**src/rtl/symbol_demap_controller_pkg.sv**
```systemverilog
// Shared FSM encoding, default decision constants and sizing helper for symbol_demap_controller.
package demap_pkg;

   typedef enum logic [1:0] {
      IDLE  = 2'd0,
      DEMAP = 2'd1,
      DONE  = 2'd2
   } state_t;

   localparam int DEF_THRESHOLD    = 192;
   localparam int DEF_ERASE_MARGIN = 32;

   function automatic int idx_width(input int n);
      return (n > 1) ? $clog2(n) : 1;
   endfunction

endpackage

```
**src/rtl/symbol_demap_controller_threshold_slicer.sv**
```systemverilog
// Combinational hard-decision slicer for one signed coefficient.
// With SYMBOL_DEMAP_ERASURE_EN defined it also flags coefficients within ERASE_MARGIN of THRESHOLD.
module threshold_slicer
   import demap_pkg::*;
#(
   parameter int DATA_WIDTH   = 16,
   parameter int THRESHOLD    = DEF_THRESHOLD
`ifdef SYMBOL_DEMAP_ERASURE_EN
   ,
   parameter int ERASE_MARGIN = DEF_ERASE_MARGIN
`endif
) (
   input  logic [DATA_WIDTH-1:0] coef,
   output logic                  decision
`ifdef SYMBOL_DEMAP_ERASURE_EN
   ,
   output logic                  erase
`endif
);

   // Two guard bits keep coef - THRESHOLD and its magnitude from overflowing.
   localparam int EW = DATA_WIDTH + 2;
   localparam logic signed [EW-1:0] THR = EW'(THRESHOLD);

   logic signed [EW-1:0] coef_ext;

   assign coef_ext = {{2{coef[DATA_WIDTH-1]}}, coef};
   assign decision = (coef_ext > THR);

`ifdef SYMBOL_DEMAP_ERASURE_EN
   localparam logic signed [EW-1:0] MARGIN = EW'(ERASE_MARGIN);

   logic signed [EW-1:0] diff;
   logic signed [EW-1:0] dist;

   assign diff  = coef_ext - THR;
   assign dist  = diff[EW-1] ? -diff : diff;
   assign erase = (dist <= MARGIN);
`endif

endmodule

```
**src/rtl/symbol_demap_controller.sv**
```systemverilog
// Frame-based symbol demapper: accepts N coefficients, slices one per cycle, presents the bit word.
// Optional erasure output enabled by defining SYMBOL_DEMAP_ERASURE_EN.
module symbol_demap_controller
   import demap_pkg::*;
#(
   parameter int N            = 8,
   parameter int DATA_WIDTH   = 16,
   parameter int THRESHOLD    = DEF_THRESHOLD,
   parameter int ERASE_MARGIN = DEF_ERASE_MARGIN
) (
   input  logic                    clk,
   input  logic                    rst,
   input  logic                    in_valid,
   output logic                    in_ready,
   input  logic [DATA_WIDTH*N-1:0] in_coefs,
   output logic                    out_valid,
   input  logic                    out_ready,
   output logic [N-1:0]            out_bits,
   output logic                    busy
`ifdef SYMBOL_DEMAP_ERASURE_EN
   ,
   output logic [N-1:0]            out_erase
`endif
);

   localparam int IW = idx_width(N);
   localparam logic [IW-1:0] LAST = IW'(N - 1);

   if (N < 1 || DATA_WIDTH < 2 || ERASE_MARGIN < 0) begin : g_param_check
      $error("symbol_demap_controller: invalid parameterisation");
   end

   state_t                  state;
   state_t                  next_state;
   logic [DATA_WIDTH*N-1:0] frame;
   logic [IW-1:0]           idx;
   logic [DATA_WIDTH-1:0]   coef_sel;
   logic                    decision;
`ifdef SYMBOL_DEMAP_ERASURE_EN
   logic                    erase_bit;
`endif

   // Coefficient 0 sits at the MSB end of the frame.
   always_comb begin
      coef_sel = '0;
      for (int unsigned i = 0; i < N; i++) begin
         if (idx == IW'(i)) begin
            coef_sel = frame[DATA_WIDTH*(N-i)-1 -: DATA_WIDTH];
         end
      end
   end

   threshold_slicer #(
      .DATA_WIDTH   (DATA_WIDTH),
      .THRESHOLD    (THRESHOLD)
`ifdef SYMBOL_DEMAP_ERASURE_EN
      ,
      .ERASE_MARGIN (ERASE_MARGIN)
`endif
   ) u_slicer (
      .coef     (coef_sel),
      .decision (decision)
`ifdef SYMBOL_DEMAP_ERASURE_EN
      ,
      .erase    (erase_bit)
`endif
   );

   always_ff @(posedge clk or posedge rst) begin
      if (rst) begin
         state <= IDLE;
      end else begin
         state <= next_state;
      end
   end

   always_comb begin
      next_state = state;
      in_ready   = 1'b0;
      out_valid  = 1'b0;
      busy       = 1'b1;
      case (state)
         IDLE: begin
            in_ready = 1'b1;
            busy     = 1'b0;
            if (in_valid) begin
               next_state = DEMAP;
            end
         end
         DEMAP: begin
            if (idx == LAST) begin
               next_state = DONE;
            end
         end
         DONE: begin
            out_valid = 1'b1;
            if (out_ready) begin
               next_state = IDLE;
            end
         end
         default: next_state = IDLE;
      endcase
   end

   always_ff @(posedge clk or posedge rst) begin
      if (rst) begin
         frame     <= '0;
         idx       <= '0;
         out_bits  <= '0;
`ifdef SYMBOL_DEMAP_ERASURE_EN
         out_erase <= '0;
`endif
      end else begin
         case (state)
            IDLE: begin
               if (in_valid) begin
                  frame <= in_coefs;
                  idx   <= '0;
               end
            end
            DEMAP: begin
               for (int unsigned i = 0; i < N; i++) begin
                  if (idx == IW'(i)) begin
                     out_bits[i]  <= decision;
`ifdef SYMBOL_DEMAP_ERASURE_EN
                     out_erase[i] <= erase_bit;
`endif
                  end
               end
               // Counter parks on the last index; it is re-cleared on the next accept.
               if (idx != LAST) begin
                  idx <= idx + IW'(1);
               end
            end
            default: ;
         endcase
      end
   end

endmodule

```
**config.mk**
```make
export PLATFORM = sky130hd
export DESIGN_NAME = symbol_demap_controller
export DESIGN_NICKNAME = d
export VERILOG_FILES = /design/src/rtl/symbol_demap_controller_pkg.sv /design/src/rtl/symbol_demap_controller_threshold_slicer.sv /design/src/rtl/symbol_demap_controller.sv
export SDC_FILE = /design/constraint.sdc
export NUM_CORES = 1
export LEC_CHECK = 0
export BUFFER_PORTS_ARGS = -buffer_cell sky130_fd_sc_hd__buf_4
export CAP_MARGIN = 30
export CORE_MARGIN = 1
export CORE_UTILIZATION = 54
export CTS_CLUSTER_SIZE = 16
export DETAILED_ROUTE_END_ITERATION = 10
export PLACE_DENSITY = 0.8
export SLEW_MARGIN = 10
export SYNTH_ARGS = -nofsm -noshare
export SYNTH_HDL_FRONTEND = slang
export SYNTH_SLANG_ARGS = --single-unit
```
**constraint.sdc**
```tcl
create_clock -name clk -period 5.2 [get_ports clk]
set_clock_uncertainty 0.2 [all_clocks]
set_input_delay 0 -clock clk [delete_from_list [all_inputs] [get_ports clk]]
set_output_delay 0 -clock clk [all_outputs]
set_load 0.02 [all_outputs]
```
Word-level counts from Yosys, hierarchy flattened
Index checks and enable logic that the tools add are counted.
{ "classes": {"order_cmp": 1, "mux": 18, "n_reduce_logical": 14, "addsub": 1, "n_eq_ne": 14} }
{ "ops": {"columns": ["operator", "count"], "rows": [
  ["2-to-1 mux 16 bit", 8],
  ["AND reduction 2 bit", 9],
  ["greater-than comparator 16 x 9 -> 1 bit, second input constant", 1],
  ["equality test 3 bit, second input constant", 4],
  ["!= test 2 bit, second input constant", 4],
  ["equality test 3 x 2 -> 1 bit, second input constant", 2],
  ["2-to-1 mux 2 bit", 3],
  ["2-to-1 mux 3 bit", 2],
  ["one-hot mux 2 bit (3 select lines)", 1],
  ["one-hot mux 3 bit (2 select lines)", 1],
  ["AND reduction 3 bit", 2],
  ["adder 3 x 1 -> 3 bit, second input constant", 1],
  ["equality test 3 x 1 -> 1 bit, second input constant", 1],
  ["logical NOT 3 bit", 1],
  ["2-to-1 mux 1 bit", 3],
  ["!= test 3 bit, second input constant", 1],
  ["equality test 2 x 1 -> 1 bit, second input constant", 1],
  ["equality test 2 bit, second input constant", 1],
  ["logical NOT 2 bit", 1],
  ["nonzero test 2 bit", 1]
]} }
{ "totals": {"in_bits": 132, "regBits": 141, "wordCells": 59} }

Logic depth before layout (Yosys ltp)
Gate-level depths: netlist of run 1.
{ "logic_depth": {"depth_word": 10, "ltp_mapped": 13} }

Modules after synthesis
Synthesis of run 1 repeated with hierarchy kept, for this count alone.
{ "hier_totals": {"hier_cells": 564, "area_unflattened_um2": 7469.7} }
{ "modules_own_cells": {"columns": ["mod", "area_each_um2", "instances", "cells_per_inst"], "rows": [
  ["symbol_demap_controller", 7435.9, 1, 559],
  ["threshold_slicer", 33.8, 1, 5]
]} }

Least setup slack after synthesis of run 1
Ideal clock, no wire load.
{ "synth_path": {"path_kind": "flip-flop to flip-flop", "start": "register idx[2]", "end": "register out_bits[0]", "period_less_slack_ns": 2.562, "path_slack_ns": 2.638, "n_path_buf": 3, "stages_incl_launch_ff": 11, "t_arrival_ns": 2.252, "cell_sequence": "dfrtp_1 buf_4 inv_1 ha_1 clkbuf_1 a2111oi_0 a311oi_1 a41oi_1 and4b_1 buf_6 o41ai_1"} }
{ "synth_via": {"elab_chain_len": 10, "elab_cells_between_ends": 18, "cone_classes": "order compare (1); eq/ne (7); mux (8); reduce/logical (2)"} }
{ "synth_lines": {"columns": ["element", "line_no", "rtl"], "rows": [
  ["start, declared", "symbol_demap_controller.sv:36", "logic [IW-1:0] idx;"],
  ["start signal, assigned", "symbol_demap_controller.sv:132", "idx <= idx + IW'(1);"],
  ["logical NOT 3 bit", "symbol_demap_controller.sv:47, symbol_demap_controller.sv:123", null],
  ["2-to-1 mux 16 bit (8 in a row)", "symbol_demap_controller.sv:47", "if (idx == IW'(i)) begin"],
  ["greater-than comparator 16 x 9 -> 1 bit", "symbol_demap_controller_threshold_slicer.sv:28", "assign decision = (coef_ext > THR);"],
  ["end signal, assigned by index", "symbol_demap_controller.sv:124", "out_bits[i] <= decision;"],
  ["end, declared", "symbol_demap_controller.sv:18", "output logic [N-1:0] out_bits,"]
]} }
Several ways; a longest one is shown, not always the timed one.
A chain may end at the register's enable or synchronous reset.

Final worst setup path of run 1
{ "layout_path": {"start": "register idx[1]", "end": "register out_bits[2]"} }
{ "layout_via": {"elab_chain_len": 10, "elab_cells_between_ends": 18, "cone_classes": "order compare (1); eq/ne (7); mux (8); reduce/logical (2)"} }
{ "layout_lines": {"columns": ["element", "line_no"], "rows": [
  ["logical NOT 3 bit", "symbol_demap_controller.sv:47"],
  ["2-to-1 mux 16 bit (8 in a row)", "symbol_demap_controller.sv:47"],
  ["greater-than comparator 16 x 9 -> 1 bit", "symbol_demap_controller_threshold_slicer.sv:28"]
]} }
Several ways; a longest one is shown, not always the timed one.

==> results.cfg, run 1 <==
[finish]
drive_gt1_share_pct = 40.5
fill_cells = 554
syn2layout_area_growth_pct = 50.4
nets = 892
regArea_um2 = 3530
multi_input_comb_area_um2 = 2500
final_area_um2 = 9320
antenna_cells = 0

[routing]
drtIter0Drc = 444
detail_route.wl_per_cell_um = 21.3
drc = 0
ant_nets = 0
dr.pass1.iters = 5
routed_wl_mm = 19.3
via_per_inst = 5.73
vias = 5194

[timing]
worstMarginPinSlew_ps = 957
period_share_pct = 67.3
fmax_mhz = 286
fin_setup_tns_ps = 0
drv_slew = 0
period_needed_ps = 3500
finalSetupViolations = 0
fin_worst_hold_slack_ps = 2.53
rsz0062_at_grt = false
slew_headroom_pct = 36.2
worst_slack_ps = 1700
finalHoldViolCount = 0

[place]
place_hpwl_mm = 10.6
place.gp.congestion = 0.861
place_area_um2 = 7360
dp_slack_ps = 1810
io_buffers = 142

[global_routing]
grt_pass1_vias = 5639
grt_pass1_wl_mm = 29.5
grtUsageTotal_pct = 34.8
grt_max_degree = 81
overflow = 0
antenna_found_initial = 0

[logic_synthesis]
yosysUniqueCellTypes = 49
ys_warn_count = 0
netlist_top_cells_count = dfrtp_1, mux2_2, o21ai_0
synth_top_area_cell = dfrtp_1
yosysTopAreaCellShare_pct = 57.0
yosys_register_bits = 141
synth_seq_area_share_pct = 57.0
async_flop_share_pct = 100
synthFlopType = dfrtp_1
avgSynthCellArea_um2 = 12.8
syn_inst = 485
syn_area_um2 = 6190
synth_nets = 623
synth_edf_count = 0
synth.area.top_cells = dfrtp_1, mux2_2, o21ai_0
synth.most_common_cell = dfrtp_1

[critical_path]
cp_common_cell = o21ai_0
worst_r2r_endpoint = out_bits[2]
crit_start = idx[1]
slowest_delay_ps = 780
crit_type = register to register
r2r_slack_ps = 1700
path_max_fanout = 27
critPathRequiredTime_ps = 5330
r2r_cells = 9
regToRegStartpoint = idx[1]
cp-start-kind = register
cp-end-kind = register
arrival_ps = 3630
crit_chain = inv_1, ha_1, o21ai_0, nand3_1, o211ai_1, a31oi_1, a211oi_1, or4_1, o21ai_0
slowest_stage = ha_1

[floorplanning]
ios = 143
core_area_um2 = 11000
die-area_um2 = 11900
die_h_um = 109
num_rows = 38
initial_utilization_pct = 56.2
die_x_um = 109

[pwr]
powerDensity_nw_per_um2 = 550
power.total_w = 0.00513
p_leak_nw = 4.10
irDropWorstVdd_uv = 434

[status]
outcome = finished clean

[clock_network]
cts_buffers = 17
cts_resized = 0
htree_levels = 4
cts_tree = done
cts_setup_buffers = 0
clkLatencyLatePin_ps = 430
cts_buffer_depth = 2
clk_pin_slew_ps = 60
cts_sinks = 141
cts_root_buffer = clkbuf_16

[run]
cap_viol_max_count = 0

[worst_hold_path]
min_path_type = input pin to asynchronous set/reset pin
==> cell families after synthesis <==
family | Yosys count | synth area share, %
fa+ha+maj | 6 | 1.21
buf+inv | 36 | 2.71
mux | 128 | 23.3
simple gates | 94 | 7.70
flops | 141 | 57.0
compound gates | 80 | 8.16
==> cell usage in the layout, fill, tap and decap left out, types with 4 or more instances in the layout <==
cell           count
a21oi_1           12
a31oi_1            4
and2_1             4
buf_4            144
bufinv_16          5
clkbuf_16         17
clkinv_2           5
dfrtp_1          141
dlygate4sd3_1    130
ha_1               6
inv_1              8
mux2_2           128
nand2_1           28
nand2b_1           4
nand3_1            4
nor2_1            21
nor3_1             6
nor4_1             6
o211ai_1           5
o21ai_0           31
o22ai_1            4
o31ai_1            5
or4_1              8
==> state kept, by name, summed over array words and instances, names as in the netlist <==
register  flops
frame       128
idx           3
out_bits      8
state         2
==> power by group <==
group / switching (W) / leakage [nW] / internal, W
Combinational: 0.000857 / 2.11 / 0.000909
Clock: 0.000462 / 0.317 / 0.000860
Sequential: 0.000380 / 1.68 / 0.00166
Total: 0.00170 / 4.10 / 0.00343
==> final cells by class <==
class,instances,area share [%]
timing repair buffer,276,26.1
clock buffer,20,4.79
sequential,141,37.9
inverter,10,0.457
tap,140,1.88
multi-input combinational,308,26.8
clock inverter,12,2.07
==> per-layer routing <==
metal  share of wire (%)  vias to the layer above  routed length, um  GRT usage [%]
met3                 5.0                       58                968           8.79
met2                  54                      213              10400           61.1
met1                  38                     2611               7290           39.5
li1                    -                     2312                  -              -
met4                 3.8                        0                728           16.8
met5                   0                        -                  0              0
==> worst max-delay path: cells and delay by family, from the launching register on <==
family,cells,cell delay (ps)
buf+inv,1,90
flops,1,410
compound gates,5,1190
fa+ha+maj,1,780
simple gates,2,730
==> per-stage QoR <==
stage,std cells,utilization (%)
6_report,907,84.5
2_1_floorplan,485,-
5_1_grt,907,84.5
4_1_cts,906,84.3
3_3_place_gp,743,66.4
3_5_place_dp,744,66.7
==> worst max-delay path by stage <==
stage	to	slack, ps	depth (start not counted)
after global placement	out_bits[4]	2020	9
final	out_bits[2]	1700	9
after CTS	out_bits[2]	1750	9
after global routing	out_bits[6]	1470	9
after floorplan	frame[0]	1220	1
after detailed placement	out_bits[2]	1810	9
==> timing repair <==
action,CTS,global route
endpoints found under the setup margin,0,0
hold endpoints to repair,190,0
hold buffers,130,0
Note: power is estimated with default switching activity, not from simulation.
==> run 2: changes to the inputs <==
--- a/config.mk
+++ b/config.mk
@@ -5,13 +5,14 @@
 export SDC_FILE = /design/constraint.sdc
 export NUM_CORES = 1
 export LEC_CHECK = 0
+export ABC_AREA = 1
 export BUFFER_PORTS_ARGS = -buffer_cell sky130_fd_sc_hd__buf_4
 export CAP_MARGIN = 30
 export CORE_MARGIN = 1
 export CORE_UTILIZATION = 54
 export CTS_CLUSTER_SIZE = 16
 export DETAILED_ROUTE_END_ITERATION = 10
-export PLACE_DENSITY = 0.8
+export PLACE_DENSITY = 0.79
 export SLEW_MARGIN = 10
 export SYNTH_ARGS = -nofsm -noshare
 export SYNTH_HDL_FRONTEND = slang
==> constraint.sdc (replaced) <==
create_clock -name clk -period 3.5 [get_ports clk]
set_clock_uncertainty 0.2 [all_clocks]
set_input_delay 0 -clock clk [delete_from_list [all_inputs] [get_ports clk]]
set_output_delay 0 -clock clk [all_outputs]
set_load 0.02 [all_outputs]
==> results.cfg, run 2 <==
[finish]
final_common_cell = nand2_1
final_cell_mix = nand2_1, dlygate4sd3_1, buf_4
drive_gt1_share_pct = 17.5
fill_cells = 628
antenna_cells = 0
regMostFlops = frame
largest_registers = frame (128), out_bits (8), idx (3)
fin_util_pct = 84.4
syn2layout_area_growth_pct = 49.8
nets = 1251
largest_register_ffs = 128

[routing]
routed_wl_mm = 19.8
drc = 8
via_per_inst = 5.22
detail_route.wl_per_cell_um = 15.7
ant_nets = 0
drtIter0Drc = 600
vias = 6616
dr.pass1.iters = 9

[logic_synthesis]
synthFlopType = dfrtp_1
yosys_register_bits = 141
synthAdderAreaFrac_pct = 1.15
synth.area.top_cells = dfrtp_1, nand2_1, o21ai_0
syn_inst = 830
netlist_top_cells_count = nand2_1, dfrtp_1, inv_1
yosysUniqueCellTypes = 31
yosysTopAreaCellShare_pct = 54.2
synth_compound_area_share_pct = 8.57
synth.most_common_cell = nand2_1
avgSynthCellArea_um2 = 7.85
synthMuxAreaShare_pct = 0
yosys.area_share.simple_pct = 28.1
ys_warn_count = 0
async_flop_share_pct = 100
synth_top_family_by_area = simple AND/OR/NAND/NOR gates
syn_area_um2 = 6510
synth_seq_area_share_pct = 54.2
synth_top_area_cell = dfrtp_1
synth_edf_count = 0
synth_nets = 968
synth_xor_xnor_area_share_pct = 0

[critical_path]
cp-start-kind = register
r2r_cells = 21
cp-end-kind = register
critPathRequiredTime_ps = 3600
crit_start = idx[1]
crit_type = register to register
arrival_ps = 2960
path_max_fanout = 12
worst_r2r_endpoint = out_bits[5]
r2r_slack_ps = 640
regToRegStartpoint = idx[1]
endpoint = out_bits[5]

[clock_network]
cts_setup_buffers = 0
htree_levels = 4
clkLatencyLatePin_ps = 420
cts_tree = done
cts_root_buffer = clkbuf_16
cts_buffers = 17
cts_sinks = 141
clk_pin_slew_ps = 60
cts_resized = 0
cts_buffer_depth = 2

[pwr]
irDropWorstVdd_uv = 447
p_leak_nw = 4.99
powerDensity_nw_per_um2 = 781

[floorplanning]
core_area_um2 = 11600
die_x_um = 112
die_h_um = 112
initial_utilization_pct = 56.3
die-area_um2 = 12500
num_rows = 39
ios = 143

[place]
io_buffers = 142
dp_slack_ps = 717
place.gp.congestion = 0.890
place_hpwl_mm = 11.1

[timing]
finalSetupViolations = 0
period_needed_ps = 2860
period_share_pct = 81.7
worst_slack_ps = 639
finalHoldViolCount = 0
fin_worst_hold_slack_ps = 6.60
drv_slew = 0
worstMarginPinSlew_ps = 728
rsz0062_at_grt = false
slew_headroom_pct = 51.5
fmax_mhz = 350
fin_setup_tns_ps = 0

[global_routing]
grt_max_degree = 90
met3_usage_pct = 6.31
grt_pass1_wl_mm = 32.1
overflow = 0
top_usage_layer = met2
use_met2_pct = 54.4
grt_pass1_vias = 6504
grtUsageTotal_pct = 33.4
grtUsageMet1_pct = 43.9
antenna_found_initial = 0

[run]
cap_viol_max_count = 0

[status]
violations = DRC
outcome = finished, violations left

[worst_hold_path]
min_path_type = input pin to register
run 2: changes by cell type after synthesis, moves of 11 or more:
cell	delta
nand2_1	+344
mux2_2	-128
inv_1	+73
o21ai_0	+45
nand3_1	+17
nor2_1	+13
buf_2	+12
nand4_1	+11
run 2: final cells by class:
cell class                 count  area, um2  share of cell area (%)
inverter                      90        354                    3.63
clock buffer                  19        433                    4.43
clock inverter                12        164                    1.68
multi-input combinational    565       2470                    25.3
timing repair buffer         298       2640                    27.0
sequential                   141       3530                    36.1
tap                          143        179                    1.83
run 2: power breakdown:
group | internal [W] | total (W) | leakage [nW] | switching [W]
registers | 0.00240 | 0.00281 | 1.75 | 0.000413
logic | 0.00108 | 0.00297 | 2.96 | 0.00188
clock network | 0.00113 | 0.00184 | 0.277 | 0.000717
total | 0.00461 | 0.00762 | 4.99 | 0.00301
run 2: routing by layer:
layer  up-vias  routed length (um)
met3        52                1430
met5         -                   0
met4         0                 644
met1      3102                8180
met2       323                9590
li1       3139                   -
run 2: worst min-delay path by stage:
stage | startpoint | end | depth (start not counted)
after floorplan | out_ready | state[1] | 1
after global placement | rst | frame[61] | 2
after detailed placement | rst | frame[61] | 2
after CTS | in_valid | frame[9] | 5
after global routing | in_valid | frame[47] | 5
final | in_valid | frame[9] | 5
run 2: logic make-up after synthesis:
| logic type | count (synthesis) |
|---|---|
| AND/OR/NAND/NOR | 455 |
| flip-flops | 141 |
| buffers and inverters | 124 |
| AO/OA/AOI/OAI | 104 |
| adder cells (fa/ha/maj) | 6 |
run 2: metrics by stage:
step	area [um2]	instances	total power (W)
2_1_floorplan	6520	830	0.00469
3_3_place_gp	7660	1087	0.00539
3_5_place_dp	7660	1087	0.00547
4_1_cts	9760	1268	0.00748
5_1_grt	9760	1268	0.00812
6_report	9760	1268	0.00762
run 2: what timing repair did:
action	4_1_cts	5_1_grt
hold endpoints to repair	270	0
hold buffers	150	0
setup endpoints to repair	0	0
run 2: worst max-delay path, stage by stage (launching register included):
cell,delay [ps]
dfrtp_1,400
inv_1,110
ha_1,360
inv_2,200
nor2_4,220
nand2_1,80
nand2_1,70
nand2_1,60
nand2_1,80
nand2_1,60
nand2_1,70
nand2_1,50
nand2_1,60
nand2_1,110
clkinv_1,60
nand2_1,50
nand2_1,60
nand2_1,50
nand2_1,80
nand2_2,120
nand4_1,110
nand2_1,70
